<file path="config.mk">
export PLATFORM = sky130hd
export DESIGN_NAME = stream_pair_packer
export DESIGN_NICKNAME = d
export VERILOG_FILES = /design/src/rtl/stream_pair_packer.sv
export SDC_FILE = /design/constraint.sdc
export NUM_CORES = 1
export LEC_CHECK = 0
export BUFFER_PORTS_ARGS = -buffer_cell sky130_fd_sc_hd__buf_2
export CORE_MARGIN = 2
export CORE_UTILIZATION = 61
export DETAILED_ROUTE_END_ITERATION = 7
export PLACE_DENSITY = 0.82
export SYNTH_ARGS = -nofsm -noshare
export SYNTH_HDL_FRONTEND = slang
export SYNTH_SLANG_ARGS = --single-unit
</file>
<file path="constraint.sdc">
create_clock -name clk -period 6.7 [get_ports clk]
set_clock_uncertainty 0.15 [all_clocks]
set_input_delay 1.005 -clock clk [delete_from_list [all_inputs] [get_ports clk]]
set_output_delay 1.005 -clock clk [all_outputs]
set_load 0.1 [all_outputs]
</file>
<file path="src/rtl/stream_pair_packer.sv">
// Captures P/Q word pairs into a small FIFO and serialises each pair as two
// valid/ready beats (P, then Q with last). Pairs arriving while full are dropped and counted.
module stream_pair_packer #(
   parameter int WIDTH = 16,
   parameter int DEPTH = 4
) (
   input  logic                       clk,
   input  logic                       rst_n,
   input  logic                       in_valid,
   input  logic [WIDTH-1:0]           in_p,
   input  logic [WIDTH-1:0]           in_q,
   output logic [WIDTH-1:0]           out_data,
   output logic                       out_valid,
   input  logic                       out_ready,
   output logic                       out_last,
   output logic [$clog2(DEPTH):0]     fifo_level,
   output logic                       overflow,
   output logic [7:0]                 drop_count,
   output logic [WIDTH-1:0]           checksum
);
   localparam int AW = $clog2(DEPTH);
   localparam int LW = AW + 1;

   typedef enum logic [1:0] {IDLE, EMIT_P, EMIT_Q} state_t;

   state_t           state;
   logic [WIDTH-1:0] mem_p [DEPTH];
   logic [WIDTH-1:0] mem_q [DEPTH];
   logic [AW-1:0]    wptr, rptr;
   logic [WIDTH-1:0] hp, hq;
   logic             full, empty, push, pop, fire;

   // Fullness comes from the registered level only, so a same-cycle pop never frees a slot.
   assign full  = (fifo_level == LW'(DEPTH));
   assign empty = (fifo_level == '0);
   assign push  = in_valid && !full;
   assign pop   = !empty && ((state == IDLE) || (state == EMIT_Q && out_ready));
   assign fire  = out_valid && out_ready;

   always_ff @(posedge clk) begin
      if (rst_n && push) begin
         mem_p[wptr] <= in_p;
         mem_q[wptr] <= in_q;
      end
   end

   always_ff @(posedge clk) begin
      if (!rst_n) begin
         state      <= IDLE;
         wptr       <= '0;
         rptr       <= '0;
         fifo_level <= '0;
         hp         <= '0;
         hq         <= '0;
         out_valid  <= 1'b0;
         out_data   <= '0;
         out_last   <= 1'b0;
         overflow   <= 1'b0;
         drop_count <= '0;
         checksum   <= '0;
      end else begin
         if (push) wptr <= wptr + 1'b1;
         if (pop)  rptr <= rptr + 1'b1;
         fifo_level <= fifo_level + LW'(push) - LW'(pop);

         if (in_valid && full) begin
            overflow <= 1'b1;
            if (drop_count != 8'hFF) drop_count <= drop_count + 8'd1;
         end

         if (fire) checksum <= checksum ^ out_data;

         // Output regs are loaded alongside the state so nothing downstream sees a comb path.
         case (state)
            IDLE: begin
               if (pop) begin
                  hp        <= mem_p[rptr];
                  hq        <= mem_q[rptr];
                  out_valid <= 1'b1;
                  out_data  <= mem_p[rptr];
                  out_last  <= 1'b0;
                  state     <= EMIT_P;
               end
            end
            EMIT_P: begin
               if (out_ready) begin
                  out_data <= hq;
                  out_last <= 1'b1;
                  state    <= EMIT_Q;
               end
            end
            EMIT_Q: begin
               if (out_ready) begin
                  if (pop) begin
                     hp        <= mem_p[rptr];
                     hq        <= mem_q[rptr];
                     out_valid <= 1'b1;
                     out_data  <= mem_p[rptr];
                     out_last  <= 1'b0;
                     state     <= EMIT_P;
                  end else begin
                     out_valid <= 1'b0;
                     out_data  <= '0;
                     out_last  <= 1'b0;
                     state     <= IDLE;
                  end
               end
            end
            default: begin
               out_valid <= 1'b0;
               out_data  <= '0;
               out_last  <= 1'b0;
               state     <= IDLE;
            end
         endcase
      end
   end
endmodule

</file>
# Word-level counts from Yosys, hierarchy flattened
# Memory sizes are Yosys's and may differ from the RTL's. A register that Yosys moved wholly into a read port is not among the register bits.
# Index checks and enable logic that the tools add are counted.
dict set report classes {
  add_sub_neg 5
  mul 0
  n_div 0
  order_cmp 0
  n_eq_ne 7
  shift 0
  muxes 27
  bitwise_logic 2
  reduce_logical 16
}
# cell n
set ops {}
lappend ops {{16-bit 2-to-1 mux} 6}
lappend ops {{16-bit one-hot mux with 3 select lines} 1}
lappend ops {{16-bit one-hot mux with 2 select lines} 1}
lappend ops {{16-bit XOR} 1}
lappend ops {{2-bit 2-to-1 mux} 7}
lappend ops {{1-bit 2-to-1 mux} 9}
lappend ops {{8-bit by 1-bit adder with 8-bit output (second input constant)} 1}
lappend ops {{8-bit inequality test (second input constant)} 1}
lappend ops {{1-bit logical AND} 6}
lappend ops {{2-bit inequality test (second input constant)} 3}
lappend ops {{1-bit one-hot mux with 3 select lines} 2}
lappend ops {{2-bit one-hot mux with 3 select lines} 1}
lappend ops {{3-bit AND reduction} 2}
lappend ops {{2-bit by 1-bit adder with 2-bit output (second input constant)} 2}
lappend ops {{2-bit AND reduction} 2}
lappend ops {{3-bit by 1-bit adder with 3-bit output} 1}
lappend ops {{3-bit == test (second input constant)} 1}
lappend ops {{3-bit zero test} 1}
lappend ops {{3-bit by 1-bit subtractor with 3-bit output} 1}
lappend ops {{2-bit by 1-bit == test with 1-bit output (second input constant)} 1}
lappend ops {{2-bit == test (second input constant)} 1}
lappend ops {{1-bit zero test} 2}
lappend ops {{2-bit zero test} 1}
lappend ops {{2-bit nonzero test} 1}
lappend ops {{other kinds (2)} 2}
dict set report totals {
  regBits 68
  latchBits 0
  ramBits 128
  romBits 0
  inputBits 36
  out_inout_bits 46
  elab_cells 70
  memories 2
}
# memory words word_bits rd rd_ports_with_merged_regs write_ports line_no
set memory_table {}
lappend memory_table {mem_p 4 16 1 1 1 27} ;# logic [WIDTH-1:0] mem_p [DEPTH];
lappend memory_table {mem_q 4 16 1 1 1 28} ;# logic [WIDTH-1:0] mem_q [DEPTH];

# Logic depth before layout (Yosys ltp)
# Gate-level depths: netlist (run 1).
dict set report logic_depth {
  ltp_word 7
  depth_mapped 12
  ltp_nobuf 10
}

# Worst setup path before layout (run 1)
# Ideal clock, no wire load.
dict set report synth_path {
  path_type {register to register}
  from {register fifo_level[1]}
  to {register fifo_level[2]}
  setup_ns 0.128
  arrival_time_ns 3.018
  t_required_ns 6.422
  slack_ns 3.404
  stages_incl_launch_ff 13
  n_path_buf 2
  synth_period_minus_slack_ns 3.296
  cell_sequence {dfxtp_1 or3_2 buf_2 nand3_2 inv_2 buf_2 ha_1 inv_1 ha_1 fa_1 xnor2_1 xnor2_1 nor2_1}
}
dict set report synth_via {
  elab_chain_cells 5
  word_cells_on_any_way 8
  classes_between {add/sub (2); eq/ne (1); reduce/logical (5)}
}
# item line_no
set synth_rtl {}
lappend synth_rtl {{start: declaration} 16} ;# output logic [$clog2(DEPTH):0] fifo_level,
lappend synth_rtl {{start signal: assignment} 64} ;# fifo_level <= fifo_level + LW'(push) - LW'(pop);
lappend synth_rtl {{3-bit == test} 34} ;# assign full = (fifo_level == LW'(DEPTH));
lappend synth_rtl {{1-bit zero test} 36} ;# assign push = in_valid && !full;
lappend synth_rtl {{1-bit logical AND} 36}
lappend synth_rtl {{3-bit by 1-bit adder with 3-bit output} 64}
lappend synth_rtl {{3-bit by 1-bit subtractor with 3-bit output (*)} 64}
# Mark *: on every way between the ends. The rest lies on a longest branch, timed or not.
# A chain may end at the register's enable or synchronous reset.

# Final worst setup path (run 1)
dict set report layout_path {
  from {input port out_ready}
  to {register fifo_level[2]}
}
dict set report layout_via {
  elab_chain_cells 4
}
# item line_no
set layout_rtl {}
lappend layout_rtl {{start: declaration} 14} ;# input logic out_ready,
lappend layout_rtl {{1-bit logical AND} 37} ;# assign pop = !empty && ((state == IDLE) || (state == EMIT_Q && out_ready));
lappend layout_rtl {{1-bit logical OR} 37}
lappend layout_rtl {{1-bit logical AND} 37}
lappend layout_rtl {{3-bit by 1-bit subtractor with 3-bit output} 64}
# Every way passes these cells.

==> results of run 1 <==
[registers in the layout, indices dropped and copies added, names as in the netlist, 3 cells and up, named ones only]
| name | flops |
|---|---|
| drop_count | 8 |
| checksum | 16 |
| mem_q | 64 |
| hq | 16 |
| mem_p | 64 |
| fifo_level | 3 |
| out_data | 16 |
[power groups by stage]
stage | Combinational, mW | Sequential (mW) | Clock [mW]
6_report | 1.15 | 1.59 | 1.04
3_3_place_gp | 1.13 | 1.61 | 0
4_1_cts | 1.16 | 1.59 | 1.05
2_1_floorplan | 0.519 | 2.03 | 0
3_5_place_dp | 1.15 | 1.62 | 0
5_1_grt | 1.22 | 1.61 | 1.10
[worst paths after layout]
check,cells after the start,start,endpoint,slack (ns)
worst max-delay path,11,out_ready,fifo_level[2],3.58
worst min-delay path,2,hq[8],hq[8],0.31
worst min register to register,2,hq[8],hq[8],0.31
worst max register to register,10,fifo_level[1],fifo_level[2],3.63
[Yosys cell counts, types with 5 or more instances]
| master | n | area (um^2) |
|---|---|---|
| a21o_1 | 13 | 97.6 |
| a21oi_1 | 28 | 140 |
| a22o_1 | 13 | 114 |
| and3_1 | 6 | 37.5 |
| buf_2 | 8 | 40.0 |
| buf_4 | 5 | 37.5 |
| clkbuf_1 | 7 | 26.3 |
| dfxtp_1 | 70 | 1400 |
| edfxtp_1 | 128 | 3840 |
| ha_1 | 7 | 87.6 |
| inv_1 | 10 | 37.5 |
| mux4_2 | 32 | 721 |
| nand2_1 | 53 | 199 |
| nor2_1 | 36 | 135 |
| xor2_1 | 19 | 166 |
[cell type report]
type | instances | area [um^2] | share of cell area
Sequential cell | 198 | 5250 | 0.606
Multi-Input combinational cell | 260 | 2110 | 0.244
Clock buffer | 21 | 470 | 0.0543
Timing Repair Buffer | 88 | 458 | 0.0529
Tap cell | 147 | 184 | 0.0212
Clock inverter | 11 | 145 | 0.0168
Inverter | 12 | 45.0 | 0.00520
[worst max-delay path: stages]
cell      delay, ns
buf_2          0.21
nand2b_1       0.21
nand3_2        0.31
inv_2          0.35
ha_1           0.17
inv_1          0.04
ha_1           0.18
fa_1           0.37
xnor2_1        0.20
xnor2_1        0.15
nor2_1         0.05
[logic make-up after synthesis]
logic type,Yosys count
AOI/OAI and AO/OA,73
xor gates and xnor gates,23
adders and majority gates,8
buffers and inverters,36
DFF,198
muxes,35
and+or+nand+nor,121
[layer usage]
| layer | vias up | global-route usage | part of all wire | wire [um] |
|---|---|---|---|---|
| met2 | 180 | 0.341 | 0.48 | 6740 |
| met1 | 2151 | 0.303 | 0.43 | 5970 |
| li1 | 2006 | - | - | - |
| met4 | 0 | 0.0867 | 0.020 | 274 |
| met3 | 26 | 0.0712 | 0.067 | 937 |
| met5 | - | 0 | 0 | 0 |
[metrics by stage]
stage          std cells  utilization
2_1_floorplan        494            -
3_3_place_gp         705        0.670
3_5_place_dp         705        0.670
4_1_cts              737        0.721
6_report             737        0.721
5_1_grt              737        0.721
==> results.sh, run 1 <==
export IMPL_synth_xor_xnor_area_share=0.0268
export IMPL_synth_compound_area_share=0.0662
export IMPL_cts_sinks=198
export IMPL_dieArea_um2=13200
export IMPL_initial_core_util=0.626
export IMPL_via_per_inst=5.92
export IMPL_placed_cell_area_um2=8050
export IMPL_path_clk_slew_ns=0.07
export IMPL_p_comb_frac=0.305
export IMPL_clockPowerShare=0.275
export IMPL_drive_gt1_frac=0.275
export IMPL_fp_row_count=40
export IMPL_grt_overflow=0
export IMPL_grt_max_degree=53
export IMPL_setup_viol=0
export IMPL_synth_cell_type_count=45
export IMPL_synth_simple_area_share=0.0737
export IMPL_hold_viol=0
export IMPL_die_w_um=115
export IMPL_hold_buffers=0
export IMPL_seq_area_frac_synth=0.697
export IMPL_ctsRootBufferMaster="clkbuf_16"
export IMPL_nets=621
export IMPL_cts_resized_gates=0
export IMPL_period_minus_slack_ns=3.12
export IMPL_fin_tns_setup_ns=0
export IMPL_worstSetupPathType="primary input to flop"
export IMPL_avgSynthCellArea_um2=15.2
export IMPL_synthMuxAreaShare=0.0998
export IMPL_io_pins=82
export IMPL_worstMarginPinSlew_ns=1.13
export IMPL_final_area_um2=8660
export IMPL_seq_power_share=0.421
export IMPL_endpoint_kind="flop"
export IMPL_n_antenna_cell=0
export IMPL_clockBufferDepth=2
export IMPL_power_switching_mw=1.39
export IMPL_synth_top_family_by_area="multiplexers"
export IMPL_synthFlopType="edfxtp_1"
export IMPL_wl_per_cell_um=18.9
export IMPL_drtAntennaViolNets=0
export IMPL_route_detailed_drc=0
export IMPL_async_reset_ff_frac=0
export IMPL_finalPower_mw=3.79
export IMPL_leakagePower_nw=3.28
export IMPL_worst_slack_ns=3.58
export IMPL_max_freq_ghz=0.321
export IMPL_cts_made_buffers=17
export IMPL_finalCritPeriodShare=0.465
export IMPL_powerDensity_nw_per_um2=437
export IMPL_internal_power_mw=2.40
export IMPL_grt_total_usage=0.223
export IMPL_hp_class="flop to flop"
export IMPL_synth_seq_cells=198
export IMPL_final_common_cell="edfxtp_1"
export IMPL_status="finished, final reports clean"
export IMPL_grt_pass1_wl_um=22000
export IMPL_ys_warn_count=0
export IMPL_wirelength_um=13900
export IMPL_layout_common_cells="edfxtp_1 (128), buf_2 (81), dfxtp_1 (69)"
export IMPL_via_count=4363
export IMPL_clk_latency_ns=0.43
export IMPL_p_sw_frac=0.366
export IMPL_first_iter_violations=461
export IMPL_cts_tree="done"
export IMPL_die_h_um=115
export IMPL_cp_max_fo=18
export IMPL_hold_ws_ns=0.312
export IMPL_antenna_found_initial=0
export IMPL_pre_cts_slack_ns=3.17
export IMPL_synth_adder_area_share=0.0143
export IMPL_maxSlewViolCount=0
export IMPL_vdd_drop_max_v=0.000225
export IMPL_crit_arrival_ns=3.26
export IMPL_gp_congestion=0.837
export IMPL_synth_nets=538
export IMPL_core_area_um2=12000
export IMPL_max_slew_margin=0.238
export IMPL_htreeDepth=4
export IMPL_dp_hpwl_um=9180
export IMPL_dr_pass1_iters=5
export IMPL_io_buffers=81
export IMPL_area_delta_synth_final_pct=15.1
export IMPL_maxCapViolations=0
export IMPL_cts_setup_buffers=0
export IMPL_nFillCells=753
export IMPL_start_kind="primary input"
export IMPL_grt_setup_unrepaired="false"
export IMPL_synth_edff_count=128
export IMPL_synth_area_um2=7520
export IMPL_crit_required_ns=6.84
export IMPL_grt_pass1_vias=4232
export IMPL_synth_cells=494
Note: power is estimated with default switching activity, not from simulation.
==> inputs of run 2 (changes only) <==
CORE_UTILIZATION = 58   (was 61)
PLACE_DENSITY = 0.79   (was 0.82)
clock period = 3 ns   (was 6.7 ns; I/O delays follow)
==> run 2 against run 1 <==
Against the previous run:
- count of clock-buffer cells in the layout decreased by 1
- final cell count rose by 4.6%
- final area increased by 2.3%
- worst hold slack worse by 0.22 ns
- combinational power rose by 130%
- clock power grew to 2.5 times the previous value
- critical path depth is 1 lower
- setup slack worse by 3.3 ns
- via count shrank 1.2%
- global-route usage is 0.16 points lower
- sequential power increased by 120%
==> results.sh, run 2 (synthesis results as in run 1) <==
export IMPL_status="finished, final reports clean"
export IMPL_layout_common_cells="edfxtp_1 (128), buf_2 (81), dfxtp_1 (66)"
export IMPL_dp_cells=739
export IMPL_nets=630
export IMPL_clockBufferDepth=2
export IMPL_worstSetupPathType="flop to flop"
export IMPL_dieArea_um2=13900
export IMPL_reg_top3="mem_p (64), mem_q (64)"
export IMPL_crit_family="adder cells"
export IMPL_hp_class="primary input to flop"
export IMPL_wirelength_um=14400
export IMPL_die_h_um=118
export IMPL_grt_setup_unrepaired="false"
export IMPL_final_area_um2=8860
export IMPL_wl_met1_um=6260
export IMPL_vdd_drop_max_v=0.000403
export IMPL_highest_layer="met4"
export IMPL_wl_met2_um=7060
export IMPL_leakagePower_nw=3.37
export IMPL_route_detailed_drc=0
export IMPL_initial_core_util=0.596
export IMPL_fp_row_count=41
export IMPL_path_clk_slew_ns=0.07
export IMPL_cts_setup_buffers=0
export IMPL_final_common_cell="edfxtp_1"
export IMPL_max_slew_margin=0.476
export IMPL_fin_tns_setup_ns=0
export IMPL_maxCapViolations=0
export IMPL_n_antenna_cell=0
export IMPL_die_w_um=118
export IMPL_clk_latency_ns=0.42
export IMPL_fin_cells=771
export IMPL_hold_ws_ns=0.0919
export IMPL_io_buffers=81
export IMPL_core_area_um2=12600
export IMPL_area_delta_synth_final_pct=17.8
export IMPL_crit_required_ns=3.15
export IMPL_cts_made_buffers=17
export IMPL_powerDensity_nw_per_um2=994
export IMPL_grt_overflow=0
export IMPL_met3_wirelength_um=856
export IMPL_endpoint_kind="flop"
export IMPL_hold_viol=0
export IMPL_io_pins=82
export IMPL_drive_gt1_frac=0.289
export IMPL_drtAntennaViolNets=0
export IMPL_cts_resized_gates=0
export IMPL_startpoint="fifo_level[0]"
export IMPL_wl_per_cell_um=18.6
export IMPL_finalCritPeriodShare=0.914
export IMPL_gp_congestion=0.857
export IMPL_dp_hpwl_um=9420
export IMPL_path_buf_inv=2
export IMPL_crit_arrival_ns=2.89
export IMPL_setup_viol=0
export IMPL_start_kind="flop"
export IMPL_grt_pass1_wl_um=23300
export IMPL_max_freq_ghz=0.365
export IMPL_antenna_found_initial=0
export IMPL_grt_total_usage=0.221
export IMPL_reg2reg_from="fifo_level[0]"
export IMPL_dr_pass1_iters=4
export IMPL_worstMarginPinSlew_ns=0.783
export IMPL_via_count=4310
export IMPL_cts_tree="done"
export IMPL_crit_chain="or3_2 -> nand3_2 -> inv_2 -> ha_1 -> inv_1 -> ha_1 -> fa_1 -> xnor2_1 -> xnor2_1 -> nor2_1"
export IMPL_critPathSlowestCell="or3_2"
export IMPL_via_per_inst=5.59
export IMPL_fin_util=0.702
export IMPL_ctsRootBufferMaster="clkbuf_16"
export IMPL_grt_pass1_vias=4423
export IMPL_grt_max_degree=33
export IMPL_hold_buffers=0
export IMPL_htreeDepth=4
export IMPL_period_minus_slack_ns=2.74
export IMPL_placed_cell_area_um2=8170
export IMPL_maxSlewViolCount=0
export IMPL_first_iter_violations=368
export IMPL_cts_sinks=198
export IMPL_critPathMaxStageDelay_ns=0.56
export IMPL_worstHoldStart="in_p[5]"
export IMPL_cp_max_fo=18
run 2: changes by cell type in the layout (fill, tap and decap cells not counted):
| cell | delta |
|---|---|
| clkbuf_8 | -2 |
| buf_12 | +1 |
| bufinv_16 | +4 |
| clkinv_2 | -1 |
| clkbuf_1 | +1 |
| clkinvlp_4 | +1 |
| buf_4 | +8 |
| dfxtp_2 | +1 |
| dfxtp_4 | +2 |
| clkinvlp_2 | -2 |
| inv_6 | -1 |
| dfxtp_1 | -3 |
run 2: layout make-up:
class | count | area, um^2
clock buffers | 20 | 447
well taps | 172 | 215
clock inverters | 12 | 249
inverters | 12 | 45.0
repair buffers | 97 | 538
multi-input cells | 260 | 2110
fillers | 864 | 3760
flip-flops and latches | 198 | 5260
run 2: report_power, final:
part / switching, mW / leakage [nW] / internal [mW]
Combinational: 1.91 / 1.29 / 0.762
Sequential: 0.240 / 1.74 / 3.28
Clock: 0.943 / 0.335 / 1.67
run 2: worst register-to-register path: cells and delay by family (launching register included):
kind,cells,cell delay (ns)
buf+inv,2,0.17
simple gates,3,0.74
fa+ha+maj,3,0.87
flops,1,0.36
xor+xnor,2,0.33
run 2: layer usage:
layer,vias up,global-route usage
li1,2027,-
met1,2124,0.298
met2,146,0.358
met3,13,0.0499
met4,0,0.0776
met5,-,0
run 2: path summary, 6_finish.rpt:
| check | endpoint | slack [ns] | cells past startpoint |
|---|---|---|---|
| hold / removal | mem_p[0][5] | 0.09 | 1 |
| setup / recovery | fifo_level[2] | 0.26 | 10 |
| setup reg to reg | fifo_level[2] | 0.26 | 10 |
| hold reg to reg | hq[1] | 0.30 | 2 |
run 2: metrics by stage:
| step | power (mW) | setup slack (ns) |
|---|---|---|
| final | 8.80 | 0.259 |
| after global routing | 9.15 | 0.130 |
| after CTS | 8.86 | 0.238 |
| after detailed placement | 6.25 | 0.249 |
| after global placement | 6.18 | 0.330 |
| after floorplan | 5.70 | 0.0311 |
